===== src/rtl/instr_sequencer.sv =====
// Multi-cycle fetch/decode/execute sequencer that drives the ALU, register file,
// data memory strobes and PC update. Outputs are registered from the next state.
module instr_sequencer #(
    parameter int unsigned WORD_W       = 16,
    parameter int unsigned MEM_WAIT_MAX = 255
) (
    input  logic              clk,
    input  logic              rst,
    input  logic [WORD_W-1:0] instr,
    input  logic              imem_ready,
    input  logic              dmem_ready,
    input  logic [2:0]        flags,
    output logic              imem_req,
    output logic              dmem_req,
    output logic              dmem_wr,
    output logic [3:0]        alu_opcode,
    output logic [3:0]        rs_addr,
    output logic [3:0]        rt_addr,
    output logic [3:0]        rd_addr,
    output logic [WORD_W-1:0] imm,
    output logic              alu_src_imm,
    output logic              reg_wen,
    output logic [1:0]        wb_sel,
    output logic              byte_hi,
    output logic              pc_wen,
    output logic [1:0]        pc_sel,
    output logic [WORD_W-1:0] branch_off,
    output logic              halted,
    output logic              err
);

    localparam int unsigned CNT_W = (MEM_WAIT_MAX > 0) ? $clog2(MEM_WAIT_MAX + 1) : 1;

    localparam logic [3:0] OP_SLL = 4'b0100;
    localparam logic [3:0] OP_SRA = 4'b0101;
    localparam logic [3:0] OP_ROR = 4'b0110;
    localparam logic [3:0] OP_LW  = 4'b1000;
    localparam logic [3:0] OP_SW  = 4'b1001;
    localparam logic [3:0] OP_LLB = 4'b1010;
    localparam logic [3:0] OP_LHB = 4'b1011;
    localparam logic [3:0] OP_B   = 4'b1100;
    localparam logic [3:0] OP_BR  = 4'b1101;
    localparam logic [3:0] OP_PCS = 4'b1110;
    localparam logic [3:0] OP_HLT = 4'b1111;

    typedef enum logic [2:0] {
        S_FETCH,
        S_DECODE,
        S_EXEC,
        S_MEM,
        S_WB,
        S_HALT
    } state_t;

    state_t            state_q, state_d;
    logic [WORD_W-1:0] ir_q, ir_d;
    logic [CNT_W-1:0]  wait_q, wait_d;
    logic [CNT_W:0]    wait_inc;
    logic              wait_hit;
    logic              err_d;
    logic              take_d;
    logic [3:0]        op_q, op_n;
    logic              pc_wen_q;
    logic              sw_retire_c;

    logic              imem_req_d, dmem_req_d, dmem_wr_d, alu_src_imm_d;
    logic              reg_wen_d, byte_hi_d, pc_wen_d, halted_d;
    logic [3:0]        alu_opcode_d, rs_addr_d, rt_addr_d, rd_addr_d;
    logic [1:0]        wb_sel_d, pc_sel_d;
    logic [WORD_W-1:0] imm_d, branch_off_d;

    // Flags are {V,N,Z}
    function automatic logic cond_met(input logic [2:0] ccc, input logic [2:0] f);
        logic v, n, z, r;
        v = f[2];
        n = f[1];
        z = f[0];
        case (ccc)
            3'b000:  r = !z;
            3'b001:  r = z;
            3'b010:  r = !z && !n;
            3'b011:  r = n;
            3'b100:  r = z || (!z && !n);
            3'b101:  r = n || z;
            3'b110:  r = v;
            default: r = 1'b1;
        endcase
        return r;
    endfunction

    assign op_q        = ir_q[15:12];
    assign op_n        = ir_d[15:12];
    assign wait_inc    = {1'b0, wait_q} + (CNT_W + 1)'(1);
    assign wait_hit    = (MEM_WAIT_MAX != 0) && (wait_inc == (CNT_W + 1)'(MEM_WAIT_MAX));
    // A store retires in the cycle its data handshake completes
    assign sw_retire_c = (state_q == S_MEM) && dmem_ready && (op_q == OP_SW);
    assign pc_wen      = pc_wen_q | sw_retire_c;

    // Next-state, instruction capture and wait counter
    always_comb begin
        state_d = state_q;
        ir_d    = ir_q;
        wait_d  = '0;
        err_d   = err;
        take_d  = 1'b0;
        case (state_q)
            S_FETCH: begin
                if (imem_req) begin
                    if (imem_ready) begin
                        ir_d    = instr;
                        state_d = S_DECODE;
                    end else if (wait_hit) begin
                        state_d = S_HALT;
                        err_d   = 1'b1;
                    end else begin
                        wait_d = wait_inc[CNT_W-1:0];
                    end
                end
            end
            S_DECODE: begin
                state_d = (op_q == OP_HLT) ? S_HALT : S_EXEC;
                take_d  = cond_met(ir_q[11:9], flags);
            end
            S_EXEC: begin
                case (op_q)
                    OP_LW, OP_SW: state_d = S_MEM;
                    OP_B, OP_BR:  state_d = S_FETCH;
                    default:      state_d = S_WB;
                endcase
            end
            S_MEM: begin
                if (dmem_ready) begin
                    state_d = (op_q == OP_LW) ? S_WB : S_FETCH;
                end else if (wait_hit) begin
                    state_d = S_HALT;
                    err_d   = 1'b1;
                end else begin
                    wait_d = wait_inc[CNT_W-1:0];
                end
            end
            S_WB:    state_d = S_FETCH;
            S_HALT:  state_d = S_HALT;
            default: state_d = S_FETCH;
        endcase
    end

    // Output values for the state being entered
    always_comb begin
        imem_req_d    = 1'b0;
        dmem_req_d    = 1'b0;
        dmem_wr_d     = 1'b0;
        alu_opcode_d  = 4'h0;
        rs_addr_d     = 4'h0;
        rt_addr_d     = 4'h0;
        rd_addr_d     = 4'h0;
        imm_d         = '0;
        alu_src_imm_d = 1'b0;
        reg_wen_d     = 1'b0;
        wb_sel_d      = 2'b00;
        byte_hi_d     = 1'b0;
        pc_wen_d      = 1'b0;
        pc_sel_d      = 2'b00;
        branch_off_d  = '0;
        halted_d      = 1'b0;
        case (state_d)
            S_FETCH: imem_req_d = 1'b1;
            S_HALT:  halted_d   = 1'b1;
            default: begin
                alu_opcode_d = op_n;
                rd_addr_d    = ir_d[11:8];
                rs_addr_d    = ir_d[7:4];
                rt_addr_d    = ir_d[3:0];
                case (op_n)
                    OP_SLL, OP_SRA, OP_ROR: begin
                        imm_d         = WORD_W'(ir_d[3:0]);
                        alu_src_imm_d = 1'b1;
                    end
                    OP_LW, OP_SW: begin
                        rt_addr_d     = ir_d[11:8];
                        imm_d         = WORD_W'($signed(ir_d[3:0]));
                        alu_src_imm_d = 1'b1;
                        wb_sel_d      = (op_n == OP_LW) ? 2'b01 : 2'b00;
                    end
                    OP_LLB, OP_LHB: begin
                        rs_addr_d = ir_d[11:8];
                        imm_d     = WORD_W'(ir_d[7:0]);
                        wb_sel_d  = 2'b11;
                        byte_hi_d = op_n[0];
                    end
                    OP_B:    branch_off_d = WORD_W'($signed({ir_d[8:0], 1'b0}));
                    OP_PCS:  wb_sel_d = 2'b10;
                    default: ;
                endcase
                if (state_d == S_MEM) begin
                    dmem_req_d = 1'b1;
                    dmem_wr_d  = (op_n == OP_SW);
                end
                if (state_d == S_WB) begin
                    reg_wen_d = 1'b1;
                    pc_wen_d  = 1'b1;
                end
                if (state_d == S_EXEC && (op_n == OP_B || op_n == OP_BR)) begin
                    pc_wen_d = 1'b1;
                    if (take_d) begin
                        pc_sel_d = (op_n == OP_B) ? 2'b01 : 2'b10;
                    end
                end
            end
        endcase
    end

    always_ff @(posedge clk or negedge rst) begin
        if (!rst) begin
            state_q     <= S_FETCH;
            ir_q        <= '0;
            wait_q      <= '0;
            imem_req    <= 1'b0;
            dmem_req    <= 1'b0;
            dmem_wr     <= 1'b0;
            alu_opcode  <= 4'h0;
            rs_addr     <= 4'h0;
            rt_addr     <= 4'h0;
            rd_addr     <= 4'h0;
            imm         <= '0;
            alu_src_imm <= 1'b0;
            reg_wen     <= 1'b0;
            wb_sel      <= 2'b00;
            byte_hi     <= 1'b0;
            pc_wen_q    <= 1'b0;
            pc_sel      <= 2'b00;
            branch_off  <= '0;
            halted      <= 1'b0;
            err         <= 1'b0;
        end else begin
            state_q     <= state_d;
            ir_q        <= ir_d;
            wait_q      <= wait_d;
            imem_req    <= imem_req_d;
            dmem_req    <= dmem_req_d;
            dmem_wr     <= dmem_wr_d;
            alu_opcode  <= alu_opcode_d;
            rs_addr     <= rs_addr_d;
            rt_addr     <= rt_addr_d;
            rd_addr     <= rd_addr_d;
            imm         <= imm_d;
            alu_src_imm <= alu_src_imm_d;
            reg_wen     <= reg_wen_d;
            wb_sel      <= wb_sel_d;
            byte_hi     <= byte_hi_d;
            pc_wen_q    <= pc_wen_d;
            pc_sel      <= pc_sel_d;
            branch_off  <= branch_off_d;
            halted      <= halted_d;
            err         <= err_d;
        end
    end

endmodule

===== config.mk =====
export PLATFORM = sky130hd
export DESIGN_NAME = instr_sequencer
export DESIGN_NICKNAME = d
export VERILOG_FILES = /design/src/rtl/instr_sequencer.sv
export SDC_FILE = /design/constraint.sdc
export NUM_CORES = 1
export LEC_CHECK = 0
export BUFFER_PORTS_ARGS = -buffer_cell sky130_fd_sc_hd__buf_2
export CAP_MARGIN = 5
export CORE_MARGIN = 2
export CORE_UTILIZATION = 48
export CTS_BUF_LIST = sky130_fd_sc_hd__clkbuf_4 sky130_fd_sc_hd__clkbuf_8 sky130_fd_sc_hd__clkbuf_16
export DETAILED_ROUTE_END_ITERATION = 7
export PLACE_DENSITY = 0.79
export SLEW_MARGIN = 20
export SYNTH_ARGS = -nofsm -noshare
export SYNTH_HDL_FRONTEND = slang
export SYNTH_SLANG_ARGS = --single-unit

===== constraint.sdc =====
create_clock -name clk -period 2.3 [get_ports clk]
set_input_delay 0.23 -clock clk [delete_from_list [all_inputs] [get_ports clk]]
set_output_delay 0.23 -clock clk [all_outputs]
set_load 0.01 [all_outputs]

== Word level (Yosys, flattened, before mapping) ==
Index checks and enable logic that the tools add are counted.
W data, S select, Z words.
Word-level totals
  logic and storage cells: 130
  bits of input ports: 23
  register bits: 88
  output and inout port bits: 61
Cells by class
  muxes and demuxes: 54
  reductions and logical operators: 21
  eq/ne operators: 33
  bitwise logic cells: 1
  add/sub/neg operators: 1
Operators by type and width (number)
  $mux W16: 6
  $eq A4 B4 Y1 const B: 12
  $pmux W16 S3: 1
  $mux W8: 4
  $mux W4: 6
  $mux W1: 20
  $eq A3 B2 Y1 const B: 6
  $eq A3 B3 Y1 const B: 6
  $mux W3: 6
  $pmux W8 S2: 1
  $pmux W3 S5: 1
  $eq A4 B3 Y1 const B: 3
  $mux W2: 5
  $reduce_or A2 Y1: 5
  $add A8 B1 Y9 const B: 1
  $eq A9 B8 Y1 const B: 1
  $logic_not A3 Y1: 3
  $pmux W1 S7: 1
  $eq A3 B1 Y1 const B: 2
  $ne A2 B2 Y1 const B: 3
  $pmux W2 S3: 1
  $pmux W3 S2: 1
  $reduce_or A5 Y1: 1
  $logic_and A1 B1 Y1: 4
  7 further kinds: 10

== Longest topological paths before layout ==
  depth after elaboration: 10
  gate-level depth with buffers: 9
  depth with buffers taken out: 7

== Worst setup path after synthesis ==
Ideal clock, no wire load.
  path kind: flip-flop to flip-flop
  from: reg wait_q[0]
  to: reg imm[3]
  period minus slack after synthesis: 2.168 ns
  required time: 2.213 ns
  setup time: 0.087 ns
  arrival: 2.081 ns
  buffers on the path: 2
  cell stages (with the launch flop): 9
  slack: 0.132 ns
  cells stage by stage: dfrtp_1 -> ha_1 -> xnor2_1 -> or3_4 -> a2111oi_2 -> o311ai_2 -> buf_6 -> buf_6 -> a211oi_2
Between the ends
  word-level cells in the longest chain between the ends: 9
  elaborated cells between the ends (all ways): 11
  classes of those cells: 1 x add/sub; 2 x eq/ne; 6 x mux; 2 x reduce/logical
RTL lines
  start: declaration: line 57  | logic [CNT_W-1:0] wait_q, wait_d;
  start signal: assignment: line 237  | wait_q <= wait_d;
  $add A8 B1 Y9 (*): line 93  | assign wait_inc = {1'b0, wait_q} + (CNT_W + 1)'(1);
  $eq A9 B8 Y1 (*): line 94  | assign wait_hit = (MEM_WAIT_MAX != 0) && (wait_inc == (CNT_W + 1)'(MEM_WAIT_MAX));
  $mux W3 (*): line 112, 134
  $mux W3: line 109  | if (imem_ready) begin
  $mux W3: line 108  | if (imem_req) begin
  $pmux W3 S5 (*): line 106  | case (state_q)
  $eq A3 B3 Y1 or $logic_not A3 Y1 (tied branches): line 165  | case (state_d)
  $reduce_or A2 Y1 (no line) (*)
  $mux W16 (*): line 165
  named net imm_d[3]: line 70  | logic [WORD_W-1:0] imm_d, branch_off_d;
  end signal: assignment: line 245  | imm <= imm_d;
  end: declaration: line 20  | output logic [WORD_W-1:0] imm,
The timed path passes the listed nets; every way through them passes the cells marked *.
A chain may end at the register's enable or synchronous reset.

== Worst setup path in the final report ==
  from: reg wait_q[0]
  to: reg rd_addr[3]
Between the ends
  word-level cells in the longest chain between the ends: 9
  elaborated cells between the ends (all ways): 11
  classes of those cells: 1 x add/sub; 2 x eq/ne; 6 x mux; 2 x reduce/logical
RTL lines
  $add A8 B1 Y9 (*): line 93
  $eq A9 B8 Y1 (*): line 94
  $mux W3 (*): line 112, 134
  $mux W3: line 109
  $mux W3: line 108
  $pmux W3 S5 (*): line 106
  $eq A3 B3 Y1 or $logic_not A3 Y1 (tied branches): line 165
  $reduce_or A2 Y1 (no line) (*)
  $mux W4 (*): line 165
  named net rd_addr_d[3]: line 68  | logic [3:0] alu_opcode_d, rs_addr_d, rt_addr_d, rd_addr_d;
  end signal: assignment: line 244  | rd_addr <= rd_addr_d;
  end: declaration: line 19  | output logic [3:0] rd_addr,
Marks and branches as above.

==> results.toml <==
[routing]
viasPerCell = 5.61
drt-total-wl_um = 8380
drcViolationCount = 0
postRouteAntennaNets = 0
dr.pass1.iters = 5
num_vias = 2665
dr.first_iter.drc_count = 193
wire_per_inst_um = 17.6

[global_route]
grt_max_degree = 50
grt_overflow = 0
grt_pass1_vias = 2536
antenna_found_initial = 0
grt_first_pass_wirelength_um = 12600
track_usage = 0.220

[worst_hold_path]
hold_start = "instr[7]"
min_path_type = "in -> reg"
min_to = "ir_q[7]$_DFF_PN0_"
hold_depth = 2

[final_layout]
drive_above_1_share = 0.430
nets = 415
num_antenna_cells = 0
utilization = 0.636
syn_to_final_growth_pct = 29.0
nFillCells = 500

[placement]
dpl.hpwl_um = 5460
place.gp.congestion = 0.862
portBuffers = 82
dp_slack_ps = -99.3

[synthesis]
netlist_area_um2 = 3330
ys_seq_area_frac = 0.556
synth_edf_count = 0
synth_nets = 318
ys_async_sr_fraction = 1.00
yosysWarnings = 0
ys.flop_type = "dfrtp_1"
syn_area_per_cell_um2 = 11.4
synth_cells = 293
synth_cell_type_count = 55
synth_seq_cells = 74

[sta]
period_share = 1.02
rsz0062_at_grt = "yes"
final_hold_viol_count = 0
fin_hold_ws_ps = 160
setup_slack_ps = -38.3
drv_slew = 0
finalSetupViolCount = 4
layout_min_cycle_time_ps = 2340
relSlewSlack = 0.564
fin_worst_skew_ps = 11.3
max_freq_mhz = 428
tightestPinTransition_ps = 654

[worst_setup_path]
reg2reg_setup_slack_ps = -40
arrival_ps = 2570
crit_fanout = 6
crit_required_ps = 2530
end_kind = "register"
r2r_end = "rd_addr[3]$_DFF_PN0_"
critical_path_class = "reg -> reg"
r2r-start = "wait_q[0]$_DFF_PN0_"
ff2ff_path_depth = 8
critPathLaunchType = "register"

[die]
core_area_um2 = 6760
dieHeight_um = 87.3
dieArea_um2 = 7620
ios = 84
initial_core_util = 0.493
die_x_um = 87.3
row_count = 30

[run]
max_cap_violations = 0

[clock_network]
cts.clk_slew.worst_paths_ps = 90
cts_max_path_buffers = 2
htree_levels = 3
root_buffer = "clkbuf_8"
cts_tree = "done"
clk_latency_ps = 360
numCtsBuffers = 9
cts_sinks = 74

[pwr]
peakVddDrop_uv = 655
power_leakage_nw = 2.17
powerDensity_nw_per_um2 = 1400

[status]
status = "complete, but fails checks"
violations = "setup timing"
logic make-up (layout without fill, tap and decap cells):
kind of cell	after synthesis	after routing	share of synthesized area
flip-flops	74	74	0.556
AO/OA/AOI/OAI	73	74	0.151
AND/OR/NAND/NOR	70	70	0.125
buffers and inverters	50	151	0.0823
multiplexers	17	17	0.0612
XOR/XNOR	6	6	0.0158
adder cells (fa/ha/maj)	2	2	0.00751
other	1	1	0.00113
routing by layer:
layer  part of all wire  global-route usage
met2               0.48               0.331
met1               0.44               0.301
met3              0.060              0.0559
met5                  0                   0
met4              0.023               0.102
final cells by class:
cell class	count	area, um2	area share
Clock inverter	7	85.1	0.0198
Sequential cell	74	1850	0.431
Timing Repair Buffer	113	707	0.164
Multi-Input combinational cell	170	1350	0.313
Inverter	22	82.6	0.0192
Tap cell	80	100	0.0233
Clock buffer	9	124	0.0288
layout by cell type (no fill, tap or decap), drive strengths merged, types with 3 or more instances in the layout:
cell	netlist	layout
a211oi	14	14
a21oi	24	24
a221oi	5	5
and2	3	3
and3	3	3
buf	22	112
clkbuf	6	9
dfrtp	74	74
inv	22	26
mux2	7	7
mux2i	10	10
nand2	8	8
nand2b	4	4
nand3	12	12
nand3b	4	4
nand4	3	3
nor2	15	15
nor2b	3	3
nor3	3	3
o211ai	4	4
o21ai	10	10
or3b	3	3
xor2	4	4
timing repair:
item / in CTS / in global routing
setup buffers: 3 / 3
gates resized for setup: 8 / 20
pin swaps: 1 / 11
cloned: 2 / 0
setup endpoints to repair: 20 / 39
endpoints found under the hold margin: 25 / 0
hold buffers: 1 / 0
through the flow:
step | cell area, um2 | setup TNS, ps | power [W] | cells
2_1_floorplan | 3330 | 0 | 0.00363 | 293
4_1_cts | 4190 | -9.86 | 0.00579 | 472
3_3_place_gp | 3870 | -49.9 | 0.00444 | 450
6_report | 4300 | -93.5 | 0.00601 | 475
5_1_grt | 4300 | -583 | 0.00635 | 475
3_5_place_dp | 3870 | -718 | 0.00452 | 450
report_power, final:
part	switching, W	internal, W	leakage, nW
combinational	0.00171	0.00128	1.10
sequential	0.000245	0.00170	0.977
clock	0.000546	0.000523	0.100
total	0.00250	0.00351	2.17
flip-flops by register name, summed over array words and instances, names as in the netlist:
register,flops
pc_wen_q,1
byte_hi,1
dmem_req,1
halted,1
rs_addr,4
alu_opcode,4
rd_addr,4
dmem_wr,1
imem_req,1
state_q,3
reg_wen,1
branch_off,9
wb_sel,2
wait_q,8
alu_src_imm,1
pc_sel,2
err,1
rt_addr,4
imm,9
ir_q,16
critical path: stages, from the launching register on:
cell and delay, ps:
dfrtp_1 440, ha_4 190, xnor2_2 130, or3_4 420, or3b_4 440, o311ai_4 190, buf_6 220, buf_12 120
a21oi_2 50
synth_stat cells, types with 6 or more instances:
master / count / area, um2
inv_1: 21 / 78.8
clkbuf_1: 6 / 22.5
buf_4: 16 / 120
a211oi_1: 13 / 97.6
nand3_1: 12 / 60.1
nor2_1: 15 / 56.3
mux2i_1: 8 / 80.1
dfrtp_1: 74 / 1850
nand2_1: 8 / 30.0
mux2_2: 7 / 78.8
a21oi_1: 24 / 120
o21ai_0: 7 / 35.0
how the worst max path moves through the flow:
stage | cells after the start | endpoint | slack [ps] | start
floorplan | 8 | imm[3]$_DFF_PN0_ | 130 | wait_q[0]$_DFF_PN0_
global placement | 8 | branch_off[2]$_DFF_PN0_ | -10 | wait_q[0]$_DFF_PN0_
detailed placement | 8 | branch_off[2]$_DFF_PN0_ | -100 | wait_q[0]$_DFF_PN0_
CTS | 8 | branch_off[6]$_DFF_PN0_ | -6 | wait_q[0]$_DFF_PN0_
global route | 8 | rd_addr[1]$_DFF_PN0_ | -90 | wait_q[0]$_DFF_PN0_
finish | 8 | rd_addr[3]$_DFF_PN0_ | -40 | wait_q[0]$_DFF_PN0_
Note: power is estimated with default switching activity, not from simulation.
